==> src/rtl/shift_add_mult_ctrl_pkg.sv <==
// Shared parameter defaults and state encoding for the shift-and-add multiplier and its paired alu.
package shift_add_mult_ctrl_pkg;

  localparam int unsigned MULT_MBITS = 12;
  localparam int unsigned MULT_CBITS = 4;

  typedef enum logic [1:0] {
    S_IDLE = 2'd0,
    S_RUN  = 2'd1,
    S_DONE = 2'd2
  } state_t;

endpackage

==> src/rtl/shift_add_mult_ctrl_fsm.sv <==
// Control FSM for the shift-and-add multiplier: state, iteration count, busy and done.
module mult_ctrl_fsm
  import shift_add_mult_ctrl_pkg::*;
#(
  parameter int unsigned MBITS = MULT_MBITS,
  parameter int unsigned CBITS = MULT_CBITS
) (
  input  logic   clk,
  input  logic   reset,
  input  logic   start,
  output state_t state,
  output logic   busy,
  output logic   done,
  output logic   load_c,
  output logic   last_c
);

  state_t           state_nx;
  logic [CBITS-1:0] count;
  logic [CBITS-1:0] count_nx;

  always_ff @(posedge clk) begin
    if (reset) begin
      state <= S_IDLE;
      count <= '0;
      busy  <= 1'b0;
      done  <= 1'b0;
    end else begin
      state <= state_nx;
      count <= count_nx;
      busy  <= (state_nx != S_IDLE);
      done  <= (state_nx == S_DONE);
    end
  end

  // start is only honoured in IDLE, so pulses during RUN or DONE are dropped
  always_comb begin
    state_nx = state;
    count_nx = count;
    load_c   = 1'b0;
    last_c   = 1'b0;
    case (state)
      S_IDLE: begin
        if (start) begin
          load_c   = 1'b1;
          count_nx = '0;
          state_nx = S_RUN;
        end
      end
      S_RUN: begin
        count_nx = count + CBITS'(1);
        if (count == CBITS'(MBITS - 1)) begin
          last_c   = 1'b1;
          state_nx = S_DONE;
        end
      end
      S_DONE:  state_nx = S_IDLE;
      default: state_nx = S_IDLE;
    endcase
  end

endmodule

==> src/rtl/shift_add_mult_ctrl.sv <==
// Shift-and-add multiplier datapath driving an external alu adder.
// Define MULT_SIGNED_EN for two's-complement operands via radix-2 Booth recoding.
module shift_add_mult_ctrl
  import shift_add_mult_ctrl_pkg::*;
#(
  parameter int unsigned MBITS = MULT_MBITS,
  parameter int unsigned CBITS = MULT_CBITS,
  parameter int unsigned ABITS = MBITS + 1
) (
  input  logic                 clk,
  input  logic                 reset,
  input  logic                 start,
  input  logic [MBITS-1:0]     a_in,
  input  logic [MBITS-1:0]     b_in,
  output logic                 busy,
  output logic                 done,
  output logic [2*MBITS-1:0]   product,
  output logic [ABITS-1:0]     alu_a,
  output logic [ABITS-1:0]     alu_b,
  output logic                 alu_cin,
  input  logic [ABITS-1:0]     alu_out
);

  state_t           state;
  logic             load_c;
  logic             last_c;
  logic [ABITS-1:0] acc;
  logic [MBITS-1:0] q;
  logic [MBITS-1:0] m;
  logic [ABITS-1:0] acc_nx;
  logic [MBITS-1:0] q_nx;
`ifdef MULT_SIGNED_EN
  logic             q_m1;
`endif

  mult_ctrl_fsm #(
    .MBITS (MBITS),
    .CBITS (CBITS)
  ) u_fsm (
    .clk    (clk),
    .reset  (reset),
    .start  (start),
    .state  (state),
    .busy   (busy),
    .done   (done),
    .load_c (load_c),
    .last_c (last_c)
  );

  // addend selection; the adder is driven only while iterating
  always_comb begin
    alu_a   = '0;
    alu_b   = '0;
    alu_cin = 1'b0;
    if (state == S_RUN) begin
      alu_a = acc;
`ifdef MULT_SIGNED_EN
      case ({q[0], q_m1})
        2'b01: alu_b = {m[MBITS-1], m};
        2'b10: begin
          alu_b   = ~{m[MBITS-1], m};
          alu_cin = 1'b1;
        end
        default: alu_b = '0;
      endcase
`else
      if (q[0]) alu_b = {1'b0, m};
`endif
    end
  end

  // one-bit right shift of {sum, Q}; the sign (or zero) fills the top of A
  always_comb begin
`ifdef MULT_SIGNED_EN
    acc_nx = {alu_out[ABITS-1], alu_out[ABITS-1:1]};
`else
    acc_nx = {1'b0, alu_out[ABITS-1:1]};
`endif
    q_nx = {alu_out[0], q[MBITS-1:1]};
  end

  // product is written on the final iteration so it is valid alongside done
  always_ff @(posedge clk) begin
    if (reset) begin
      acc     <= '0;
      q       <= '0;
      m       <= '0;
      product <= '0;
`ifdef MULT_SIGNED_EN
      q_m1    <= 1'b0;
`endif
    end else if (load_c) begin
      acc     <= '0;
      q       <= b_in;
      m       <= a_in;
`ifdef MULT_SIGNED_EN
      q_m1    <= 1'b0;
`endif
    end else if (state == S_RUN) begin
      acc <= acc_nx;
      q   <= q_nx;
`ifdef MULT_SIGNED_EN
      q_m1 <= q[0];
`endif
      if (last_c) product <= {acc_nx[MBITS-1:0], q_nx};
    end
  end

endmodule
==> config.mk <==
export PLATFORM = sky130hd
export DESIGN_NAME = shift_add_mult_ctrl
export DESIGN_NICKNAME = d
export VERILOG_FILES = /design/src/rtl/shift_add_mult_ctrl_pkg.sv /design/src/rtl/shift_add_mult_ctrl_fsm.sv /design/src/rtl/shift_add_mult_ctrl.sv
export SDC_FILE = /design/constraint.sdc
export NUM_CORES = 1
export LEC_CHECK = 0
export ABC_AREA = 1
export BUFFER_PORTS_ARGS = -buffer_cell sky130_fd_sc_hd__buf_4
export CAP_MARGIN = 0
export CORE_AREA = 2 2 87 105
export DETAILED_ROUTE_END_ITERATION = 8
export DIE_AREA = 0 0 89 107
export GPL_TIMING_DRIVEN = 1
export PLACE_DENSITY_LB_ADDON = 0.08
export REMOVE_ABC_BUFFERS = 1
export SYNTH_ARGS = -nofsm -noshare
export SYNTH_HDL_FRONTEND = slang
export SYNTH_SLANG_ARGS = --single-unit
export TNS_END_PERCENT = 1
==> constraint.sdc <==
create_clock -name clk -period 1.4 [get_ports clk]
set_input_delay 0.28 -clock clk [delete_from_list [all_inputs] [get_ports clk]]
set_output_delay 0.28 -clock clk [all_outputs]
set_load 0.02 [all_outputs]
; Word level (Yosys, flattened, before mapping)
; Index checks and enable logic that the tools add are counted.
; W data, S select, Z words.
[totals]
out_inout_bits = 53
input_bits = 40
wordCells = 35
register_bits = 68
[classes]
bitwise = 1
eq_ne = 4
n_mux = 14
reduce_logical = 7
add_sub_neg = 1
[ops]
columns = op, count
row1 = $mux W12, 5
row2 = $pmux W4 S2, 1
row3 = $reduce_bool A2 Y1, 3
row4 = $add A4 B1 Y4 const B, 1
row5 = $eq A4 B4 Y1 const B, 1
row6 = $mux W1, 4
row7 = $mux W2, 2
row8 = $mux W4, 1
row9 = $pmux W2 S2, 1
row10 = $reduce_and A3 Y1, 1
row11 = $eq A2 B1 Y1 const B, 1
row12 = $eq A2 B2 Y1 const B, 1
row13 = $logic_not A2 Y1, 1
row14 = $ne A2 B2 Y1 const B, 1
row15 = $reduce_and A2 Y1, 1
row16 = $reduce_or A2 Y1, 1
row17 = $not A1 Y1, 1

; Logic depth before layout (Yosys ltp)
; Gate-level depths: netlist of run 1.
[depth]
depth_word = 4
mapped_depth = 8

; Modules after synthesis
; A second synthesis of run 1 with hierarchy kept.
[unflattened]
hier_cells = 448
area_unflattened_um2 = 3061.7
[modules_own_cells]
columns = module, area_each_um2, n_inst, cells_per_inst
row1 = shift_add_mult_ctrl, 2723.9, 1, 403
row2 = mult_ctrl_fsm, 337.8, 1, 45

; Worst setup path before layout of run 1
; No wires, ideal clock.
[synth_path]
path_type = reg-to-output
start = register u_fsm.state[1]
end = output port alu_a[0]
stages_incl_launch_ff = 6
n_path_buf = 2
t_arrival_ns = 1.130
setup_slack_ns = -0.010
cell_sequence = dfxtp_1 -> inv_4 -> nand2_4 -> buf_6 -> buf_2 -> nor2_1
[synth_between]
elab_chain_cells = 2
[synth_rtl]
columns = item, line
row1 = from (decl), shift_add_mult_ctrl_fsm.sv:11  ; output state_t state,
row2 = from (signal assigned), shift_add_mult_ctrl_fsm.sv:29  ; state <= state_nx;
row3 = $eq A2 B1 Y1, shift_add_mult_ctrl.sv:55  ; if (state == S_RUN) begin
row4 = $mux W12, shift_add_mult_ctrl.sv:55
row5 = to (decl), shift_add_mult_ctrl.sv:18  ; output logic [ABITS-1:0] alu_a,
; Every way passes these cells.

; Worst setup path after layout of run 1
[layout_path]
start = register u_fsm.state[1]
end = output port alu_b[11]
[layout_between]
elab_chain_cells = 2
[layout_rtl]
columns = item, line
row1 = $eq A2 B1 Y1, shift_add_mult_ctrl.sv:55
row2 = $mux W12, shift_add_mult_ctrl.sv:55
row3 = to (decl), shift_add_mult_ctrl.sv:19  ; output logic [ABITS-1:0] alu_b,
; Every way passes these cells.

==> impl_metrics.yaml, run 1 <==
outcome:
  status: "finished, violations left"
  violations: "setup timing"
layout:
  nets: 572
  antenna_cells: 0
  num-fill-cells: 913
  areaGrowthSynthToFinish_pct: 41.2
  layout-drive-gt1-share_pct: 31.9
  final_util_pct: 49.5
  final_cell_count_no_fill: 653
synth:
  synth_warnings: 0
  synthCells: 431
  ys_async_sr_fraction_pct: 0
  synth_commonest_cells: "nand2_1, nor2_1, dfxtp_1"
  ys_seq_area_share_pct: 45.6
  yosysUniqueCellTypes: 22
  synth_area_leaders: "dfxtp_1, nand2_1, nor2_1"
  synth_edf_count: 0
  synth-seq-cells: 68
  synthFlopType: "dfxtp_1"
  netlist_area_um2: 2980
  syn_avg_cell_area_um2: 6.92
  post-synth-top-count-cell: "nand2_1"
  yosys.area.top_type: "dfxtp_1"
  synthDominantCellAreaShare_pct: 45.6
clock_network:
  clock_latency_ps: 340
  htreeDepth: 3
  cts_buffers: 9
  cts_root_buf: "clkbuf_8"
  clk_pin_slew_ps: 70
  cts_tree: "built"
  clockBufferDepth: 2
  ctsHoldBuffers: 0
  clock-sinks: 68
timing:
  rsz0062_at_grt: "true"
  slew_violations: 0
  setup_violations: 24
  finalWorstSetupSlack_ps: -81.0
  clock.fmax_ghz: 0.675
  holdWs_ps: 139
  hold_violations: 0
  period_share_pct: 106
  skew_ps: 8.51
  period_minus_slack_ps: 1480
routing:
  wire_per_inst_um: 11.6
  drcViolationCount: 0
  vias_per_cell: 4.44
  dr.pass1.iters: 4
  drtAntennaViolNets: 0
  drt_iter0_markers: 83
  num_vias: 2900
  wl_mm: 7.55
floorplanning:
  die_y_um: 107
  coreArea_um2: 8520
  die-area_um2: 9520
  start_util_pct: 35.0
  io_pins: 93
  fp.dieW_um: 89
  rows: 37
grt:
  grt_start_max_net_pins: 24
  grt.overflow.total: 0
  grt_pass1_wl_mm: 12.4
  grt.total_usage_pct: 16.6
  grt_antenna_before_repair: 0
  grt_pass1_vias: 2746
placement:
  pre_cts_ws_ps: 62.7
  port-buffer-count: 89
  placed_cells: 631
  dpl.hpwl_mm: 5.19
  place_congestion: 0.749
critical_path:
  cp.required_ps: 1120
  cp.arrival_ps: 1200
  worst_setup_path_start_kind: "register"
  crit_path_max_fanout: 18
  crit_path_end_kind: "primary output"
  critPathKind: "register to primary output"
power_and_ir_drop:
  p_per_area_nw_per_um2: 977
  ir_worst_vdd_mv: 0.556
  leakage_nw: 1.95
flow_run:
  drv_cap: 0
worst_hold_path:
  hp-class: "input pin to register"
[per-stage QoR]
step	power, mW	area [um^2]	setup TNS [ps]
finish	4.12	4210	-1640
global placement	2.58	3830	0
global route	4.34	4210	-3130
floorplan	2.33	2810	-5340
CTS	4.17	4150	-2370
detailed placement	2.59	3830	0
[layout by cell type, fill, tap and decap left out, types with 2 or more instances in the layout]
cell type	count
nand2_1	132
buf_4	91
dfxtp_1	65
nor2_1	61
inv_1	37
nand3_1	37
nor2_2	20
buf_6	18
a21oi_1	15
o21ai_0	11
clkbuf_8	9
nor2_4	7
a21oi_2	6
buf_12	5
nand2_4	3
conb_1	3
clkinv_2	3
clkbuf_1	2
dfxtp_4	2
[power by group]
group | switching, mW | total [mW] | internal, mW | leakage [nW]
clock network | 0.731 | 1.55 | 0.815 | 0.0931
logic | 0.293 | 0.524 | 0.231 | 1.30
registers | 0.0424 | 2.05 | 2.00 | 0.556
[final timing paths]
check | startpoint | end | slack [ps] | cells after the start
max | u_fsm.state[1] | alu_b[11] | -80 | 5
min | alu_out[3] | product[14] | 140 | 3
max reg2reg | u_fsm.state[1] | product[3] | 90 | 9
min reg2reg | q[3] | product[2] | 460 | 2
[per-layer routing]
layer | GRT usage, % | vias to the layer above | share of wire, %
met3 | 2.85 | 9 | 3.2
li1 | - | 1508 | -
met5 | 0 | - | 0
met2 | 27.9 | 53 | 50
met4 | 6.40 | 0 | 1.4
met1 | 20.9 | 1330 | 45
[critical path, stage by stage, from the launching register on]
cell	delay [ps]
dfxtp_4	360
inv_4	60
nand2_4	60
buf_12	160
nor2_2	90
buf_4	140
[layout make-up]
cell class / count / area [um^2] / area share (%)
Clock inverter: 5 / 52.6 / 1.25
Clock buffer: 11 / 131 / 3.12
Tap cell: 117 / 146 / 3.47
Timing Repair Buffer: 114 / 986 / 23.4
Inverter: 39 / 149 / 3.53
Multi-Input combinational cell: 299 / 1380 / 32.7
Sequential cell: 68 / 1370 / 32.5
[sequential cells by signal, summed over array words and instances (netlist names)]
register and flops:
m 12, u_fsm.count 4, product 24, q 12
u_fsm.state 2, u_fsm.busy 1, u_fsm.done 1, acc 12
[timing repair]
action | CTS | global route
setup endpoints to repair | 24 | 51
pin swaps | 0 | 1
cloned | 0 | 0
resized for setup | 31 | 19
buffers inserted | 6 | 0
[cell families (layout without fill, tap and decap cells)]
family,after synthesis,in the layout,share of synthesized area [%]
other cells,1,3,0.126
simple gates,260,260,36.0
fa+ha+maj,1,1,0.419
flops,68,68,45.6
compound gates,35,35,6.84
buf+inv,66,169,10.9
No activity file was read; power rests on OpenSTA's default activity.
==> inputs of run 2 (changes only) <==
REMOVE_ABC_BUFFERS = not set   (was 1)
==> run 2 against run 1 <==
Net effect: the run still ends with setup timing left; cell area up 0.89%; count of clock-buffer cells in the layout down 1; global-route usage down 0.36 points; fmax down 0.78%; utilization up 0.44 points; power up 2.4%; die area unchanged; wire length up 0.24%; non-clock buffer count down 4; critical endpoint is now alu_b[6].
==> impl_metrics.yaml, run 2 (synthesis gave the netlist of run 1 again) <==
timing:
  setup_violations: 24
  finalWorstSetupSlack_ps: -92.6
  clock.fmax_ghz: 0.670
  period_share_pct: 107
  rsz0062_at_grt: "true"
  period_minus_slack_ps: 1490
  slew_violations: 0
  hold_violations: 0
  skew_ps: 6.33
  holdWs_ps: 141
grt:
  grt.total_usage_pct: 16.2
  grt.overflow.total: 0
  grt_pass1_wl_mm: 12.3
  grt_pass1_vias: 2708
  grt_start_max_net_pins: 23
  grt_antenna_before_repair: 0
floorplanning:
  die-area_um2: 9520
  start_util_pct: 35.0
  io_pins: 93
  fp.dieW_um: 89
  rows: 37
  coreArea_um2: 8520
  die_y_um: 107
critical_path:
  worst_setup_path_start_kind: "register"
  crit_path_end_kind: "primary output"
  worstRegToRegCells: 9
  rrSetupSlack_ps: 90
  critPathKind: "register to primary output"
  crit_path_max_fanout: 13
  cp.required_ps: 1120
  r2r_end: "product[9]"
  cp.arrival_ps: 1210
  reg2reg_from: "u_fsm.state[1]"
clock_network:
  htreeDepth: 3
  cts_root_buf: "clkbuf_8"
  cts_buffers: 9
  clk_pin_slew_ps: 80
  cts_tree: "built"
  clock_latency_ps: 330
  ctsHoldBuffers: 0
  clock-sinks: 68
  clockBufferDepth: 2
flow_run:
  drv_cap: 0
worst_hold_path:
  hp-class: "input pin to register"
  whs_endpoint: "product[17]"
  min_from: "alu_out[6]"
  holdPathStages: 3
placement:
  dpl.hpwl_mm: 5.20
  place_area_um2: 3820
  placed_cells: 629
  port-buffer-count: 89
  place_congestion: 0.764
routing:
  num_vias: 2849
  drtAntennaViolNets: 0
  drcViolationCount: 0
  dr.pass1.iters: 4
  vias_per_cell: 4.39
  wl_mm: 7.56
  wire_per_inst_um: 11.7
  drt_iter0_markers: 87
layout:
  largest_reg_flops: 24
  nets: 568
  layout-drive-gt1-share_pct: 32.0
  final_cell_count_no_fill: 649
  antenna_cells: 0
  layout_commonest_cell: "nand2_1"
  areaGrowthSynthToFinish_pct: 42.5
  finalInstanceArea_um2: 4250
  top_register: "product"
  final_util_pct: 49.9
  num-fill-cells: 915
  layout_common_cells: "nand2_1, buf_4, dfxtp_1"
power_and_ir_drop:
  p_per_area_nw_per_um2: 992
  power_mw: 4.21
  ir_worst_vdd_mv: 0.602
  leakage_nw: 1.95
outcome:
  violations: "setup timing"
  status: "finished, violations left"
-- run 2: worst max-delay path by stage --
stage,from,end,slack [ps],cells past startpoint
floorplan,u_fsm.state[1],alu_a[0],-10,5
global placement,u_fsm.count[1],product[22],30,8
detailed placement,u_fsm.count[1],product[16],-4,8
CTS,u_fsm.state[1],alu_b[11],-120,5
global route,u_fsm.state[1],alu_a[11],-140,5
finish,u_fsm.state[1],alu_b[6],-90,5
-- run 2: cell type report --
cell class / count / area (um^2) / area share (%)
inverters: 39 / 149 / 3.50
repair buffers: 110 / 966 / 22.7
clock buffers: 10 / 138 / 3.24
well taps: 117 / 146 / 3.44
flip-flops and latches: 68 / 1370 / 32.2
multi-input cells: 299 / 1420 / 33.4
clock inverters: 6 / 63.8 / 1.50
-- run 2: per-stage QoR --
step                      setup slack (ps)  setup TNS (ps)
after global placement                26.5               0
after floorplan                      -9.71            -194
final                                -92.6           -1910
after detailed placement             -3.94           -3.94
after global routing                  -136           -2940
after CTS                             -115           -2470
-- run 2: power by group --
part           switching [mW]  internal, mW  total (mW)
Combinational           0.298         0.236       0.534
Sequential             0.0449          2.00        2.05
Clock                   0.764         0.868        1.63
Total                    1.11          3.11        4.21
-- run 2: critical path, stage by stage, from the launching register on --
cell and delay, ps:
dfxtp_4 360, inv_4 60, nand2_4 70, buf_12 160, nor2_2 100, buf_6 130
-- run 2: routing by layer --
metal / wire (um) / vias to the layer above / GRT usage, %
met3: 405 / 11 / 3.16
met1: 3470 / 1272 / 20.9
met5: 0 / - / 0
met2: 3570 / 72 / 26.6
met4: 119 / 0 / 6.18
li1: - / 1494 / -
-- run 2: what timing repair did --
| item | in CTS | in global routing |
|---|---|---|
| pin swaps | 0 | 0 |
| setup buffers | 3 | 0 |
| hold endpoints to repair | 0 | 0 |
| cloned | 1 | 0 |
| endpoints found under the setup margin | 39 | 64 |
| resized for setup | 28 | 25 |
==> inputs of run 3 (changes only) <==
BUFFER_PORTS_ARGS = not set   (was -buffer_cell sky130_fd_sc_hd__buf_4)
DONT_BUFFER_PORTS = 1   (was not set)
==> run 3 against run 2 <==
Net effect: the run still ends with setup timing left; clock power is 16% lower; fmax fell by 2.4%; cell area decreased by 10%; global-route usage increased by 1.1 points; utilization is 5.1 points lower.
==> impl_metrics.yaml, run 3 (synthesis gave the netlist of run 1 again) <==
outcome:
  status: "finished, violations left"
  violations: "setup timing"
timing:
  relSlewSlack_pct: 57.2
  skew_ps: 10.3
  period_share_pct: 109
  fin_tns_setup_ps: -2680
  holdWs_ps: 22.6
  period_minus_slack_ps: 1530
  tightest_slew_ps: 642
  slew_violations: 0
  setup_violations: 24
  clock.fmax_ghz: 0.654
  finalWorstSetupSlack_ps: -130
  rsz0062_at_grt: "true"
  hold_violations: 0
routing:
  drcViolationCount: 0
  drt_iter0_markers: 118
  drtAntennaViolNets: 0
  wire_per_inst_um: 13.1
  dr.pass1.iters: 4
  num_vias: 2627
  wl_mm: 7.64
  vias_per_cell: 4.49
power_and_ir_drop:
  power_mw: 3.89
  p_per_area_nw_per_um2: 1020
  ir_worst_vdd_mv: 0.414
  leakage_nw: 1.62
critical_path:
  critPathKind: "register to primary output"
  r2r_end: "product[9]"
  reg2reg_from: "u_fsm.state[1]"
  rrSetupSlack_ps: 90
  crit_path_end_kind: "primary output"
  worst_setup_path_start_kind: "register"
  path_cells: "inv_4, nand2_8, buf_16, nor2_4, buf_6"
  cp.arrival_ps: 1250
  critPathSlowestCell: "dfxtp_4"
  slowest_delay_ps: 350
  crit_buf_inv: 3
  cp.required_ps: 1120
  crit_path_max_fanout: 8
  cp_top_family: "buffers and inverters"
  worstRegToRegCells: 9
layout:
  top_register: "product"
  layout_commonest_cell: "nand2_1"
  layout-drive-gt1-share_pct: 22.2
  multi_input_area_um2: 1470
  nets: 504
  areaGrowthSynthToFinish_pct: 28.0
  regArea_um2: 1370
  largest_reg_flops: 24
  num-fill-cells: 914
  antenna_cells: 0
  layout_common_cells: "nand2_1, dfxtp_1, nor2_1"
  final_cell_count_no_fill: 585
clock_network:
  cts_root_buf: "clkbuf_8"
  htreeDepth: 3
  clock_latency_ps: 340
  clockBufferDepth: 2
  clk_pin_slew_ps: 80
  cts_buffers: 9
  clock-sinks: 68
  cts_tree: "built"
floorplanning:
  rows: 37
  die-area_um2: 9520
  die_y_um: 107
  fp.dieW_um: 89
  start_util_pct: 35.0
  io_pins: 93
  coreArea_um2: 8520
grt:
  grt.overflow.total: 0
  grt_antenna_before_repair: 0
  grt_pass1_vias: 2560
  grt.total_usage_pct: 17.3
  grt_start_max_net_pins: 27
  grt_pass1_wl_mm: 12.6
worst_hold_path:
  min_from: "reset"
  whs_endpoint: "u_fsm.busy"
  holdPathStages: 1
  hp-class: "input pin to register"
placement:
  dpl.hpwl_mm: 5.06
  placed_cells: 561
  port-buffer-count: 0
  place_congestion: 0.769
flow_run:
  drv_cap: 0
## run 3: changes by cell type in the layout (fill, tap and decap cells not counted), sizes merged
| cell | previous run | this run |
|---|---|---|
| buf | 109 | 45 |
| clkinvlp | 2 | 0 |
| bufbuf | 1 | 0 |
| clkinv | 3 | 5 |
| bufinv | 1 | 0 |
| dlygate4sd3 | 0 | 1 |
| clkbuf | 10 | 11 |
## run 3: area by class of cell
cell class / instances / share of cell area, %
timing repair buffer: 46 / 13.6
tap: 117 / 3.83
clock inverter: 5 / 0.754
multi-input combinational: 299 / 38.5
sequential: 68 / 35.9
clock buffer: 11 / 3.44
inverter: 39 / 3.90
## run 3: power breakdown
| group | switching, mW | leakage [nW] | internal, mW | total (mW) |
|---|---|---|---|---|
| Combinational | 0.278 | 0.978 | 0.179 | 0.457 |
| Sequential | 0.0540 | 0.556 | 2.00 | 2.06 |
| Clock | 0.736 | 0.0868 | 0.634 | 1.37 |
## run 3: how the worst max path moves through the flow
stage                               from           to  cells past startpoint
after global routing      u_fsm.state[1]     alu_a[3]                      5
after global placement    u_fsm.count[0]  product[21]                      7
final                     u_fsm.state[1]     alu_a[8]                      5
after CTS                 u_fsm.state[1]     alu_a[3]                      5
after detailed placement  u_fsm.count[0]   product[0]                      7
after floorplan           u_fsm.state[1]     alu_a[0]                      5
## run 3: what timing repair did
action | CTS | global route
resized for setup | 57 | 16
cloned | 3 | 0
pin swaps | 0 | 1
endpoints found under the hold margin | 15 | 0
hold buffers | 1 | 0
setup endpoints to repair | 24 | 51
buffers inserted | 3 | 1
## run 3: metal layers
layer / share of wire, % / global-route usage [%] / vias up
met2: 48 / 28.8 / 69
met1: 44 / 20.8 / 1182
li1: - / - / 1370
met3: 6.8 / 5.93 / 6
met5: 0 / 0 / -
met4: 1.2 / 5.44 / 0
## run 3: through the flow
step                instance area, um^2  utilization [%]  setup slack [ps]
finish                             3820             44.8              -130
global route                       3820             44.8              -191
CTS                                3740             43.9              -158
detailed placement                 3280             38.5              58.6
global placement                   3280             38.5              81.9
floorplan                          2990                -             -9.71
